`src/rtl/line_fill_arbiter_pkg.sv`:
```
// Shared constants and types for the line-fill arbiter.
// Holds the cache geometry (word width, words per line, derived line size and
// offset widths), the default core count and the fill FSM state encoding.
package line_fill_arbiter_pkg;

   localparam int NUM_CORES        = 4;
   localparam int DATA_SIZE        = 32;
   localparam int WORDS_PER_LINE   = 8;
   localparam int WORD_BITS        = $clog2(WORDS_PER_LINE);
   localparam int BYTES_PER_WORD   = DATA_SIZE / 8;
   localparam int LINE_SIZE        = WORDS_PER_LINE * BYTES_PER_WORD;
   localparam int LINE_OFFSET_BITS = $clog2(LINE_SIZE);

   // Counters carry one extra bit so "all words done" is representable.
   localparam int CNT_W = WORD_BITS + 1;
   localparam logic [CNT_W-1:0] LINE_WORDS_CNT = CNT_W'(WORDS_PER_LINE);
   localparam logic [CNT_W-1:0] LAST_WORD_CNT  = CNT_W'(WORDS_PER_LINE - 1);

   typedef enum logic [0:0] {
      IDLE = 1'b0,
      FILL = 1'b1
   } t_fill_state;

endpackage

```
`src/rtl/line_fill_arbiter_if.sv`:
```
// Bundle of the per-core refill signals and the shared memory read port.
// Ports (arbiter view, modport master):
//   in : core_req, core_addr, mem_req_ready, mem_rsp_valid, mem_rsp_data
//   out: core_grant, core_rvalid, core_rdata, core_widx, core_done,
//        mem_req_valid, mem_addr
// The slave modport is the mirror image used by the cores/memory side.
interface line_fill_arbiter_if
   import line_fill_arbiter_pkg::*;
#(
   parameter int NUM_CORES = line_fill_arbiter_pkg::NUM_CORES,
   parameter int ADDR_W    = 32
) ();

   logic [NUM_CORES-1:0]        core_req;
   logic [NUM_CORES*ADDR_W-1:0] core_addr;
   logic [NUM_CORES-1:0]        core_grant;
   logic [NUM_CORES-1:0]        core_rvalid;
   logic [DATA_SIZE-1:0]        core_rdata;
   logic [WORD_BITS-1:0]        core_widx;
   logic [NUM_CORES-1:0]        core_done;
   logic                        mem_req_valid;
   logic                        mem_req_ready;
   logic [ADDR_W-1:0]           mem_addr;
   logic                        mem_rsp_valid;
   logic [DATA_SIZE-1:0]        mem_rsp_data;

   modport master (
      input  core_req, core_addr, mem_req_ready, mem_rsp_valid, mem_rsp_data,
      output core_grant, core_rvalid, core_rdata, core_widx, core_done,
             mem_req_valid, mem_addr
   );

   modport slave (
      output core_req, core_addr, mem_req_ready, mem_rsp_valid, mem_rsp_data,
      input  core_grant, core_rvalid, core_rdata, core_widx, core_done,
             mem_req_valid, mem_addr
   );

endinterface

```
`src/rtl/line_fill_arbiter_rr_arbiter.sv`:
```
// Combinational round-robin pick: searches req starting at ptr, wrapping
// modulo NUM_CORES, and returns the first requester as one-hot plus index.
// Ports:
//   req         in  NUM_CORES  request levels
//   ptr         in  IDX_W      highest-priority index for this search
//   grant       out NUM_CORES  one-hot winner (zero when no request)
//   grant_idx   out IDX_W      binary index of the winner
//   grant_valid out 1          any request present
module rr_arbiter #(
   parameter int NUM_CORES = 4,
   parameter int IDX_W     = 2
) (
   input  logic [NUM_CORES-1:0] req,
   input  logic [IDX_W-1:0]     ptr,
   output logic [NUM_CORES-1:0] grant,
   output logic [IDX_W-1:0]     grant_idx,
   output logic                 grant_valid
);

   logic [IDX_W:0]   sum_s;
   logic [IDX_W-1:0] cand_s;

   // Priority search from ptr; first hit wins, later hits are masked.
   always_comb begin
      grant       = '0;
      grant_idx   = '0;
      grant_valid = 1'b0;
      sum_s       = '0;
      cand_s      = '0;
      for (int i = 0; i < NUM_CORES; i++) begin
         sum_s = {1'b0, ptr} + (IDX_W+1)'(i);
         if (sum_s >= (IDX_W+1)'(NUM_CORES)) begin
            sum_s = sum_s - (IDX_W+1)'(NUM_CORES);
         end else begin
            sum_s = sum_s;
         end
         cand_s = sum_s[IDX_W-1:0];
         if (!grant_valid && req[cand_s]) begin
            grant_valid    = 1'b1;
            grant[cand_s]  = 1'b1;
            grant_idx      = cand_s;
         end else begin
            grant_valid = grant_valid;
         end
      end
   end

endmodule

```
`src/rtl/line_fill_arbiter.sv`:
```
// Shares the single memory read port among per-core caches for line refills.
// One core is granted at a time (round-robin); the arbiter issues
// WORDS_PER_LINE sequential word reads and streams the in-order responses
// back to the owner, tagged with their word index.
// Ports:
//   clk  in  clock
//   rst  in  synchronous active-high reset
//   bus  master modport of line_fill_arbiter_if (core side + memory side)
module line_fill_arbiter
   import line_fill_arbiter_pkg::*;
#(
   parameter int NUM_CORES = line_fill_arbiter_pkg::NUM_CORES,
   parameter int ADDR_W    = 32
) (
   input logic                 clk,
   input logic                 rst,
   line_fill_arbiter_if.master bus
);

   localparam int IDX_W = (NUM_CORES > 1) ? $clog2(NUM_CORES) : 1;
   localparam logic [ADDR_W-1:0] LINE_MASK = ADDR_W'(LINE_SIZE - 1);
   localparam logic [ADDR_W-1:0] WORD_STEP = ADDR_W'(BYTES_PER_WORD);

   t_fill_state          state_r;
   logic [IDX_W-1:0]     ptr_r;
   logic [IDX_W-1:0]     grant_idx_r;
   logic [NUM_CORES-1:0] grant_r;
   logic [NUM_CORES-1:0] rvalid_r;
   logic [NUM_CORES-1:0] done_r;
   logic [DATA_SIZE-1:0] rdata_r;
   logic [WORD_BITS-1:0] widx_r;
   logic                 mem_req_valid_r;
   logic [ADDR_W-1:0]    mem_addr_r;
   logic [CNT_W-1:0]     issue_cnt_r;
   logic [CNT_W-1:0]     rsp_cnt_r;

   logic [NUM_CORES-1:0] pick_oh_s;
   logic [IDX_W-1:0]     pick_idx_s;
   logic                 pick_valid_s;
   logic [ADDR_W-1:0]    sel_addr_s;
   logic [ADDR_W-1:0]    line_base_s;
   logic [IDX_W-1:0]     next_ptr_s;

   rr_arbiter #(
      .NUM_CORES (NUM_CORES),
      .IDX_W     (IDX_W)
   ) u_rr_arbiter (
      .req         (bus.core_req),
      .ptr         (ptr_r),
      .grant       (pick_oh_s),
      .grant_idx   (pick_idx_s),
      .grant_valid (pick_valid_s)
   );

   // Miss address of the core picked this cycle, aligned down to its line.
   always_comb begin
      sel_addr_s = '0;
      for (int i = 0; i < NUM_CORES; i++) begin
         if (pick_oh_s[i]) begin
            sel_addr_s = bus.core_addr[i*ADDR_W +: ADDR_W];
         end else begin
            sel_addr_s = sel_addr_s;
         end
      end
      line_base_s = sel_addr_s & ~LINE_MASK;
   end

   // Pointer advances to the core after the one whose fill just completed.
   always_comb begin
      if (grant_idx_r == IDX_W'(NUM_CORES - 1)) begin
         next_ptr_s = '0;
      end else begin
         next_ptr_s = grant_idx_r + IDX_W'(1);
      end
   end

   // Fill FSM: grant, request issue, response streaming and release.
   always_ff @(posedge clk) begin
      if (rst) begin
         state_r         <= IDLE;
         ptr_r           <= '0;
         grant_idx_r     <= '0;
         grant_r         <= '0;
         rvalid_r        <= '0;
         done_r          <= '0;
         rdata_r         <= '0;
         widx_r          <= '0;
         mem_req_valid_r <= 1'b0;
         mem_addr_r      <= '0;
         issue_cnt_r     <= '0;
         rsp_cnt_r       <= '0;
      end else begin
         case (state_r)
            IDLE: begin
               // Responses seen here are stale and deliberately dropped.
               rvalid_r <= '0;
               done_r   <= '0;
               if (pick_valid_s) begin
                  state_r         <= FILL;
                  grant_r         <= pick_oh_s;
                  grant_idx_r     <= pick_idx_s;
                  mem_addr_r      <= line_base_s;
                  mem_req_valid_r <= 1'b1;
                  issue_cnt_r     <= '0;
                  rsp_cnt_r       <= '0;
               end else begin
                  state_r <= IDLE;
               end
            end
            FILL: begin
               if (done_r != '0) begin
                  // Last beat was presented last cycle: release the owner.
                  state_r  <= IDLE;
                  grant_r  <= '0;
                  rvalid_r <= '0;
                  done_r   <= '0;
                  ptr_r    <= next_ptr_s;
               end else begin
                  // Address and valid hold until the memory accepts.
                  if (mem_req_valid_r && bus.mem_req_ready) begin
                     issue_cnt_r <= issue_cnt_r + CNT_W'(1);
                     if (issue_cnt_r == LAST_WORD_CNT) begin
                        mem_req_valid_r <= 1'b0;
                     end else begin
                        mem_addr_r <= mem_addr_r + WORD_STEP;
                     end
                  end else begin
                     issue_cnt_r <= issue_cnt_r;
                  end
                  // Responses beyond a full line are ignored.
                  if (bus.mem_rsp_valid && (rsp_cnt_r < LINE_WORDS_CNT)) begin
                     rvalid_r  <= grant_r;
                     rdata_r   <= bus.mem_rsp_data;
                     widx_r    <= rsp_cnt_r[WORD_BITS-1:0];
                     rsp_cnt_r <= rsp_cnt_r + CNT_W'(1);
                     done_r    <= (rsp_cnt_r == LAST_WORD_CNT) ? grant_r : '0;
                  end else begin
                     rvalid_r <= '0;
                     done_r   <= '0;
                  end
               end
            end
            default: begin
               state_r         <= IDLE;
               grant_r         <= '0;
               rvalid_r        <= '0;
               done_r          <= '0;
               mem_req_valid_r <= 1'b0;
            end
         endcase
      end
   end

   assign bus.core_grant    = grant_r;
   assign bus.core_rvalid   = rvalid_r;
   assign bus.core_rdata    = rdata_r;
   assign bus.core_widx     = widx_r;
   assign bus.core_done     = done_r;
   assign bus.mem_req_valid = mem_req_valid_r;
   assign bus.mem_addr      = mem_addr_r;

endmodule
```
`src/flat_wrapper.sv`:
```
// flat-port wrapper written by rule: the top's interface ports become plain ports
module line_fill_arbiter_flat import line_fill_arbiter_pkg::*;
#(
   parameter int NUM_CORES = line_fill_arbiter_pkg::NUM_CORES,
   parameter int ADDR_W    = 32
)
  (clk, rst, bus_core_req, bus_core_addr, bus_mem_req_ready, bus_mem_rsp_valid, bus_mem_rsp_data, bus_core_grant, bus_core_rvalid, bus_core_rdata, bus_core_widx, bus_core_done, bus_mem_req_valid, bus_mem_addr);
  line_fill_arbiter_if #(.NUM_CORES(NUM_CORES), .ADDR_W(ADDR_W)) bus_i ();
  input logic clk;
  input logic rst;
  input wire logic [$bits(bus_i.core_req)-1:0] bus_core_req;
  input wire logic [$bits(bus_i.core_addr)-1:0] bus_core_addr;
  input wire logic [$bits(bus_i.mem_req_ready)-1:0] bus_mem_req_ready;
  input wire logic [$bits(bus_i.mem_rsp_valid)-1:0] bus_mem_rsp_valid;
  input wire logic [$bits(bus_i.mem_rsp_data)-1:0] bus_mem_rsp_data;
  output wire logic [$bits(bus_i.core_grant)-1:0] bus_core_grant;
  output wire logic [$bits(bus_i.core_rvalid)-1:0] bus_core_rvalid;
  output wire logic [$bits(bus_i.core_rdata)-1:0] bus_core_rdata;
  output wire logic [$bits(bus_i.core_widx)-1:0] bus_core_widx;
  output wire logic [$bits(bus_i.core_done)-1:0] bus_core_done;
  output wire logic [$bits(bus_i.mem_req_valid)-1:0] bus_mem_req_valid;
  output wire logic [$bits(bus_i.mem_addr)-1:0] bus_mem_addr;
  assign bus_i.core_req = bus_core_req;
  assign bus_i.core_addr = bus_core_addr;
  assign bus_i.mem_req_ready = bus_mem_req_ready;
  assign bus_i.mem_rsp_valid = bus_mem_rsp_valid;
  assign bus_i.mem_rsp_data = bus_mem_rsp_data;
  assign bus_core_grant = bus_i.core_grant;
  assign bus_core_rvalid = bus_i.core_rvalid;
  assign bus_core_rdata = bus_i.core_rdata;
  assign bus_core_widx = bus_i.core_widx;
  assign bus_core_done = bus_i.core_done;
  assign bus_mem_req_valid = bus_i.mem_req_valid;
  assign bus_mem_addr = bus_i.mem_addr;
  line_fill_arbiter #(.NUM_CORES(NUM_CORES), .ADDR_W(ADDR_W)) u_core (.clk(clk), .rst(rst), .bus(bus_i));
endmodule
```
`config.mk`:
```
export PLATFORM = sky130hd
export DESIGN_NAME = line_fill_arbiter_flat
export DESIGN_NICKNAME = d
export VERILOG_FILES = /design/src/rtl/line_fill_arbiter_pkg.sv /design/src/rtl/line_fill_arbiter_if.sv /design/src/rtl/line_fill_arbiter_rr_arbiter.sv /design/src/rtl/line_fill_arbiter.sv /design/src/flat_wrapper.sv
export SDC_FILE = /design/constraint.sdc
export NUM_CORES = 1
export LEC_CHECK = 0
export ABC_AREA = 1
export CAP_MARGIN = 20
export CORE_ASPECT_RATIO = 0.7
export CORE_MARGIN = 4
export CORE_UTILIZATION = 40
export CTS_BUF_LIST = sky130_fd_sc_hd__clkbuf_8
export CTS_CLUSTER_SIZE = 8
export DETAILED_ROUTE_END_ITERATION = 6
export GPL_TIMING_DRIVEN = 0
export HOLD_SLACK_MARGIN = 0.15
export PLACE_DENSITY = 0.84
export RECOVER_POWER = 100
export SETUP_SLACK_MARGIN = 0.2
export SLEW_MARGIN = 25
export SYNTH_ARGS = -nofsm -noshare
export SYNTH_HDL_FRONTEND = slang
export SYNTH_SLANG_ARGS = --single-unit
```
`constraint.sdc`:
```
create_clock -name clk -period 4.3 [get_ports clk]
set_input_delay 0.86 -clock clk [delete_from_list [all_inputs] [get_ports clk]]
set_output_delay 0.86 -clock clk [all_outputs]
set_load 0.02 [all_outputs]
```
After elaboration in Yosys (flattened, before gate mapping):

Index checks and enable logic that the tools add are counted.

* bits of input ports: 168
* word-level logic and storage cells: 139
* register bits: 93

* order comparisons: 13
* equality and inequality tests: 10
* muxes and demuxes: 67
* reduce and logical (&&, ||, !) cells: 21
* add/sub/neg operators: 11
* bitwise operators: 5

Operator list (count)
* 2-to-1 mux 32 bit: 8
* 2-to-1 mux 4 bit: 16
* case mux 32 bit (2 select lines): 1
* case mux 4 bit (2 select lines): 5
* adder 32 x 3 -> 32 bit, second input constant: 1
* 2-to-1 mux 1 bit: 18
* 2-to-1 mux 2 bit: 9
* less-than comparator 2 x 3 -> 1 bit, second input constant: 4
* != test 2 bit, second input constant: 6
* bitwise OR 4 bit: 3
* >= comparator 3 bit, second input constant: 3
* logical AND 1 bit: 9
* AND reduction 3 bit: 3
* adder 4 x 1 -> 4 bit, second input constant: 2
* binary-select mux 1 bit (select 2 bit): 4
* demux 1 bit (select 2 bit): 4
* equality test 4 x 3 -> 1 bit, second input constant: 2
* >= comparator 2 x 1 -> 1 bit, second input constant: 4
* AND reduction 4 bit: 2
* subtractor 2 x 1 -> 2 bit, second input constant: 4
* adder 2 x 2 -> 3 bit, second input constant: 2
* AND reduction 2 bit: 3
* less-than comparator 4 bit, second input constant: 1
* case mux 1 bit (2 select lines): 2
* 8 further kinds: 11

Longest topological paths before layout:

Gate-level depths: netlist of the first run.

* word-level depth: 20
* gate-level depth with buffers: 18
* gate-level depth less buffers: 16

Hierarchy:

Synthesis of the first run repeated with hierarchy kept, for this count alone.

* cell total of the unflattened synthesis: 937
* area, all modules: 5685.5 um2

Modules (own cells, without submodules)
* line_fill_arbiter: instances 1, cells each 863, area each 5245.0 um2
* rr_arbiter: instances 1, cells each 74, area each 440.4 um2

Worst setup path after synthesis of the first run:

Ideal clock, no wire load.

* path kind: register to register
* start: reg u_core.ptr_r[1]
* end: reg u_core.mem_addr_r[26], in the netlist u_core.bus.mem_addr[26]
* arrival: 2.207 ns
* library setup time: 0.117 ns
* path buffers: 1
* clock period less this slack: 2.324 ns
* stages on the path, launching flop included: 16
* path slack: 1.976 ns
* cell sequence: dfxtp_1 inv_1 ha_1 inv_1 nand3_1 nand2_1 nor2_4 a21oi_4 nand3_4 buf_2 a21oi_1 nand2_1 nand2_1 nand2_1 a21oi_1 nor2_1

* longest elaborated chain between the ends: 20

Ends and longest elaborated chain
* start, declared: RTL line line_fill_arbiter.sv:25 `logic [IDX_W-1:0] ptr_r;`
* start signal, assigned: RTL line line_fill_arbiter.sv:117 `ptr_r <= next_ptr_s;`
* branches (longest 20 deep; another with adder 2 x 1 -> 3 bit)
* end signal, assigned: RTL line line_fill_arbiter.sv:102 `mem_addr_r <= line_base_s;`
* end signal, assigned: RTL line line_fill_arbiter.sv:125 `mem_addr_r <= mem_addr_r + WORD_STEP;`
* end, declared: RTL line line_fill_arbiter.sv:33 `logic [ADDR_W-1:0] mem_addr_r;`

Parallel ways; which one is timed is not known. The select of a mux whose other input is x is not followed.
A chain may end at the register's enable or synchronous reset.

Worst setup path after layout of the first run:

* start: reg u_core.ptr_r[1]
* end: reg u_core.mem_addr_r[3], in the netlist u_core.bus.mem_addr[3]

* longest elaborated chain between the ends: 16

Ends and longest elaborated chain
* branches (longest 13 deep; another with adder 2 x 1 -> 3 bit)
* 2-to-1 mux 1 bit (*): RTL line line_fill_arbiter_rr_arbiter.sv:38 `if (!grant_valid && req[cand_s]) begin`
* != test 2 x 1 -> 1 bit (no source line) (*)
* AND reduction 4 bit (no source line) (*)

Mark *: on every way between the ends. The select of a mux whose other input is x is not followed.

==> qor.txt, run 1 <==
Pwr per Cell Area: 299 nW/µm²
Fmax: 297 MHz
First-pass GRT wire length: 31700 µm
Num CTS Buffers: 9
Detailed router's first-iteration violation count: 601
Fin. Hold Viols: 0
Sequential share of power: 0.409
Pin count of the biggest net entering global routing: 20
Number of cell rows: 36
Clock transition at path regs: 100 ps
Synth top cells by count: nand2_1 (207), nor2_1 (105), a21oi_1 (91), dfxtp_1 (91), o21ai_0 (79)
Final min period: 3370 ps
Drt pass-1 iters: 5
Ys Warns: 0
Hold Path Sink: u_core.bus.core_rdata[28]
Pint: 1.55 mW
CP Capture Type: register
Pleak: 3.69 nW
Remaining DRCs: 0
ANT cells: 0
Routed via count: 6686
WL met2: 8900 µm
Dpl hpwl: 16300 µm
Gr usage total: 0.246
CP arrival: 3680 ps
Clk pwr share: 0.237
Grt total ovfl: 0
Synthesis-to-finish area growth: 46.5%
Wire length per cell: 15.6 µm
Cts repair resizes: 0
Post-route ant nets: 0
Die X: 151 µm
Most frequent CP cell: nand2_1
Crit-path max FO: 10
Layout cells sized above 1: 0.0582
DRT Wirelength: 20400 µm
Final Cycle Share: 0.783
Post-synthesis cell type count: 47
Pre-CTS setup slack: 1090 ps
Die Ht: 108 µm
Crit-path cells: inv_1 -> ha_1 -> inv_1 -> nand2_1 -> nand2_1 -> inv_1 -> nand3_2 -> nand2_1 -> nand2_1 -> nand2_1 -> nand2_1 -> clkbuf_1 -> nand3_1 -> a21oi_1
RSZ-0062 raised after global routing: no
Outcome: complete, no violations
Hold Buf Count CTS: 0
Worst reg2reg path depth: 14
Worst EP required: 4620 ps
Clk Latency, worst-skew pair: 400 ps
Clock tree sinks: 91
Main flop type after synthesis: dfxtp_1
Min-Delay Path Class: reg -> reg
Worst Clk Skew: 20.4 ps
Critical-path top delay cell: dfxtp_1
Synthesis-stage register bit count: 91
Final max-slew violation count: 0
Vias per cell: 5.12
DRT met1 WL: 8940 µm
Initial Util: 0.409
FF-to-FF Start: u_core.ptr_r[1]
H-tree levels: 3
Die area: 16300 µm²
Startpoint types: register
Asr flop ratio synth: 0
Setup bufs post-CTS: 0
RR Endpoint: u_core.bus.mem_addr[3]
Max Cap Viol: 0
TritonCTS clock tree: done
Top Ports: 248
Mean post-synth cell area: 6.53 µm²
Post-Syn Instances: 875
WHS: 484 ps
Critical path class: reg -> reg
Sequential area share after synthesis: 0.319
Synth area leader: dfxtp_1
Post-synth EDFFs: 0
Flop2flop setup slack: 930 ps
DR top layer: met4
Worst vdd ir: 0.167 mV
Final setup fails: 0
Initial antenna violation count: 0
Largest cells by area after synthesis: dfxtp_1 (32%), nand2_1 (14%), a21oi_1 (8.0%)
Setup WS post-layout: 934 ps
Worst-margin pin slew: 636 ps
Top cell type's share of synthesized area: 0.319
Switching share of power: 0.380
TNS Setup: 0 ps
Vias in the first global route: 6140
Core area: 14000 µm²
Fin nets: 1291
Switching power of the nets: 951 µW
Relative slew slack: 0.576
Gpl congestion: 0.926
Clk buf depth: 2
Clk root buf: clkbuf_8
Crit path largest cell delay: 540 ps
Logic gate share of total power: 0.354
Hold path cells: 2
Met3 WL: 2340 µm
Mapped Area: 5710 µm²
HP Start: u_core.bus.core_rdata[28]
Number of buffers added on ports: 225
Most common cell in the netlist: nand2_1
## stage by stage
stage / power, mW / util / cells / instance area, µm²
2_1_floorplan: 1.52 / - / 876 / 5720
3_3_place_gp: 1.95 / 0.588 / 1291 / 8210
3_5_place_dp: 1.96 / 0.588 / 1291 / 8210
4_1_cts: 2.55 / 0.602 / 1307 / 8410
5_1_grt: 2.66 / 0.599 / 1307 / 8370
6_report: 2.50 / 0.599 / 1307 / 8370
## per-layer routing
metal / vias up / GRT usage
met1: 3028 / 0.336
met2: 275 / 0.381
met3: 19 / 0.0804
met4: 0 / 0.0511
met5: - / 0
li1: 3364 / -
## placed cells by master (no fill, tap or decap), types with 3 or more instances in the layout
cell             instances
o21ai_0                 80
clkdlybuf4s50_1        145
nand3_1                 55
nand4_1                  9
nand3_2                  4
o211ai_1                 3
buf_6                   10
nor4_1                   3
o21a_1                  23
xnor2_1                  5
clkbuf_1                26
inv_1                   70
o21ai_1                 12
dlygate4sd3_1           80
nor2_1                 105
buf_2                    5
o22ai_1                  3
buf_4                    4
inv_6                    4
a21oi_1                 91
nand2_1                211
dfxtp_1                 91
or2_2                    3
nor3_1                  10
clkbuf_8                 9
nand2_2                  7
xor2_1                   6
ha_1                    11
## cell type report
cell class                 count  area (µm²)
tap                          190         238
timing repair buffer         225        2250
sequential                    91        1820
inverter                      76         295
buffer                        46         269
clock inverter                 7        77.6
clock buffer                   9         124
fill                        1312        5590
multi-input combinational    663        3290
## cells by family (layout without fill, tap and decap cells)
logic type | after synthesis | count (layout) | share of synthesized area
AO/OA/AOI/OAI | 218 | 218 | 0.208
XOR/XNOR | 11 | 11 | 0.0169
adder cells (fa/ha/maj) | 11 | 11 | 0.0241
buffers and inverters | 122 | 363 | 0.101
flip-flops | 91 | 91 | 0.319
other | 1 | 2 | 0.000656
AND/OR/NAND/NOR | 421 | 421 | 0.331
## worst max-delay path: cells and delay by family, from the launching register on
kind,cells,cell delay (ps)
and+or+nand+nor,8,1240
buffers and inverters,4,940
DFF,1,540
adders and majority gates,1,420
AOI/OAI and AO/OA,1,150
## state kept, by name, indices dropped and copies added (netlist names), 3 cells and up
register and cells:
u_core.bus.core_rdata 32, u_core.bus.mem_addr 30, u_core.bus.core_done 4, u_core.bus.core_grant 4
u_core.bus.core_rvalid 4, u_core.issue_cnt_r 4, u_core.rsp_cnt_r 4, u_core.bus.core_widx 3
## worst max path at each step
stage / endpoint / from / slack (ps) / cells after the start
floorplan: u_core.bus.mem_addr[26] / u_core.ptr_r[1] / 1980 / 15
global placement: u_core.bus.mem_addr[10] / bus_core_req[3] / 1120 / 17
detailed placement: u_core.bus.mem_addr[10] / bus_core_req[3] / 1090 / 17
CTS: u_core.bus.mem_addr[10] / u_core.ptr_r[1] / 1300 / 15
global route: u_core.bus.mem_addr[29] / u_core.ptr_r[1] / 620 / 14
finish: u_core.bus.mem_addr[3] / u_core.ptr_r[1] / 930 / 14
## power by group through the flow
stage,Clock [mW],Sequential [mW],Combinational (mW)
final,0.593,1.02,0.887
after detailed placement,0,1.04,0.918
after global placement,0,1.04,0.906
after floorplan,0,1.12,0.398
after global routing,0.645,1.04,0.977
after CTS,0.603,1.02,0.923
No activity file was read; power rests on OpenSTA's default activity.
==> run 2, diff against run 1 <==
- clock period: 4.3 -> 3.1 ns (I/O delays scaled with it)
==> run 2 against run 1 <==
Routed wire length grew 0.69%. Critical path depth increased by 2. Clock skew about the same. Sequential power increased by 39%. Final cell count grew 0.38%. Utilization grew 0.64 points. Design area grew 1.1%. Sequential share of layout area fell by 0.18 points. Fmax increased by 20%. First-iteration DRC count decreased by 15%. Via count rose by 0.30%. Sequential cell count unchanged. Critical endpoint is now u_core.bus.mem_addr[30].
==> qor.txt, run 2 (synthesis results as in run 1) <==
Outcome: complete, no violations
Gr usage total: 0.246 (unchanged)
Routed via count: 6706 (+0.30%)
Final min period: 2800 ps (-564 ps)
Wire length per cell: 15.7 µm (+0.31%)
Setup WS post-layout: 298 ps (-636 ps)
Pre-CTS setup slack: 108 ps (-982 ps)
Top Ports: 248 (unchanged)
Layout cells sized above 1: 0.0713 (+0.0131)
Crit path largest cell delay: 470 ps (-70 ps)
Dpl hpwl: 16300 µm (unchanged)
Clk buf depth: 2 (unchanged)
Final Cycle Share: 0.904 (+0.121)
Buf/Inv on CP: 4 (unchanged)
Largest register FFs: 32 (unchanged)
Layout Cells excl Fill: 1312 (+0.38%)
HP Start: u_core.bus.mem_addr[31]
Worst EP required: 3380 ps (-1240 ps)
Die X: 151 µm (unchanged)
CP startpoint: u_core.ptr_r[0]
Placed Cells: 1291 (unchanged)
DRT Wirelength: 20600 µm (+0.69%)
Min-Delay Path Class: reg -> reg
Clk root buf: clkbuf_8
Clock transition at path regs: 100 ps (about the same)
Fin nets: 1296 (+0.39%)
RSZ-0062 raised after global routing: no
Startpoint types: register
Die area: 16300 µm² (unchanged)
Worst-margin pin slew: 638 ps (+2.01 ps)
# fillers: 1293 (-1.4%)
Worst Clk Skew: 20.2 ps (-0.214 ps)
Grt total ovfl: 0 (unchanged)
Placed inst area: 8210 µm² (unchanged)
First-pass GRT wire length: 31700 µm (unchanged)
TNS Setup: 0 ps (unchanged)
Fin. Hold Viols: 0 (unchanged)
Gpl congestion: 0.926 (unchanged)
Clock tree sinks: 91 (unchanged)
CP delay by family, top: simple AND/OR/NAND/NOR gates
Synthesis-to-finish area growth: 48.1%
Worst vdd ir: 0.230 mV (+38%)
Hold Buf Count CTS: 0 (unchanged)
Fin util: 0.606 (+0.00636)
Die Ht: 108 µm (unchanged)
Remaining DRCs: 0 (unchanged)
Pleak: 3.74 nW (+1.4%)
H-tree levels: 3 (unchanged)
Power Total: 3.49 mW (+39%)
ANT cells: 0 (unchanged)
Max Cap Viol: 0 (unchanged)
Pin count of the biggest net entering global routing: 20 (unchanged)
Vias in the first global route: 6140 (unchanged)
Final setup fails: 0 (unchanged)
Fmax: 357 MHz (+20%)
Relative slew slack: 0.575 (-0.00134)
Commonest non-fill, non-tap cell in the layout: nand2_1
Crit-path max FO: 10 (unchanged)
Drt pass-1 iters: 5 (unchanged)
TritonCTS clock tree: done
Vias per cell: 5.11 (about the same)
Clk Latency, worst-skew pair: 390 ps (about the same)
Pwr per Cell Area: 413 nW/µm² (+38%)
Detailed router's first-iteration violation count: 511 (-15%)
Commonest non-fill, non-tap cells in the layout: nand2_1 (208), clkdlybuf4s50_1 (146), nor2_1 (105)
Most frequent CP cell: nand2_1
Number of buffers added on ports: 225 (unchanged)
Num CTS Buffers: 9 (unchanged)
Initial Util: 0.409 (unchanged)
Post-route ant nets: 0 (unchanged)
Critical-path top delay cell: dfxtp_1
Crit-path cells: buf_6 -> inv_6 -> ha_1 -> inv_1 -> nand3_1 -> nand2_1 -> nor2_4 -> a21boi_1 -> nand3_2 -> clkbuf_4 -> a21oi_1 -> nand2_1 -> nand2_1 -> nand2_1 -> a21oi_1 -> nor2_1
Critical path class: reg -> reg
CP Capture Type: register
Number of cell rows: 36 (unchanged)
WHS: 484 ps (-0.0380 ps)
FF-to-FF Start: u_core.ptr_r[0]
Final Cell Area: 8460 µm² (+1.1%)
Flop2flop setup slack: 300 ps (-640 ps)
CP arrival: 3090 ps (-590 ps)
Initial antenna violation count: 0 (unchanged)
Final max-slew violation count: 0 (unchanged)
Core area: 14000 µm² (unchanged)
==> run 2: cell count changes in the layout (fill, tap and decap cells not counted), moves of 2 or more <==
cell	delta
nand2_1	-3
clkbuf_1	-5
nand2_4	+2
buf_2	-2
buf_4	+6
clkbuf_2	+4
clkbuf_4	+2
==> run 2: worst reg2reg max path, stage by stage, from the launching register on <==
cell,delay (ps)
dfxtp_1,470
buf_6,190
inv_6,60
ha_1,370
inv_1,120
nand3_1,90
nand2_1,140
nor2_4,90
a21boi_1,180
nand3_2,150
clkbuf_4,240
a21oi_1,150
nand2_1,70
nand2_1,60
nand2_1,110
a21oi_1,170
nor2_1,50
==> run 2: area by class of cell <==
type,instances,area [µm²],share of cell area
timing repair buffer,230,2290,0.271
sequential,91,1830,0.216
multi-input combinational,663,3320,0.392
buffer,46,283,0.0334
tap,190,238,0.0281
clock buffer,9,124,0.0146
clock inverter,7,77.6,0.00917
inverter,76,304,0.0359
==> run 2: final timing paths <==
kind                             endpoint  cells after the start
hold reg to reg   u_core.bus.mem_addr[31]                      2
setup / recovery  u_core.bus.mem_addr[30]                     16
setup reg to reg  u_core.bus.mem_addr[30]                     16
hold / removal    u_core.bus.mem_addr[31]                      2
==> run 2: where the power goes <==
group          switching [mW]  internal [mW]
combinational           0.693          0.554
clock                   0.504          0.319
sequential              0.133           1.29
total                    1.33           2.16
==> run 2: routing by layer <==
| layer | global-route usage | part of all wire |
|---|---|---|
| met3 | 0.0804 | 0.10 |
| met1 | 0.336 | 0.45 |
| met4 | 0.0511 | 0.012 |
| met5 | 0 | 0 |
| met2 | 0.381 | 0.44 |
==> run 2: repair_timing <==
action	in CTS	in global routing
buffers inserted	0	5
gates resized for setup	1	10
setup endpoints to repair	13	28
pin swaps	0	2
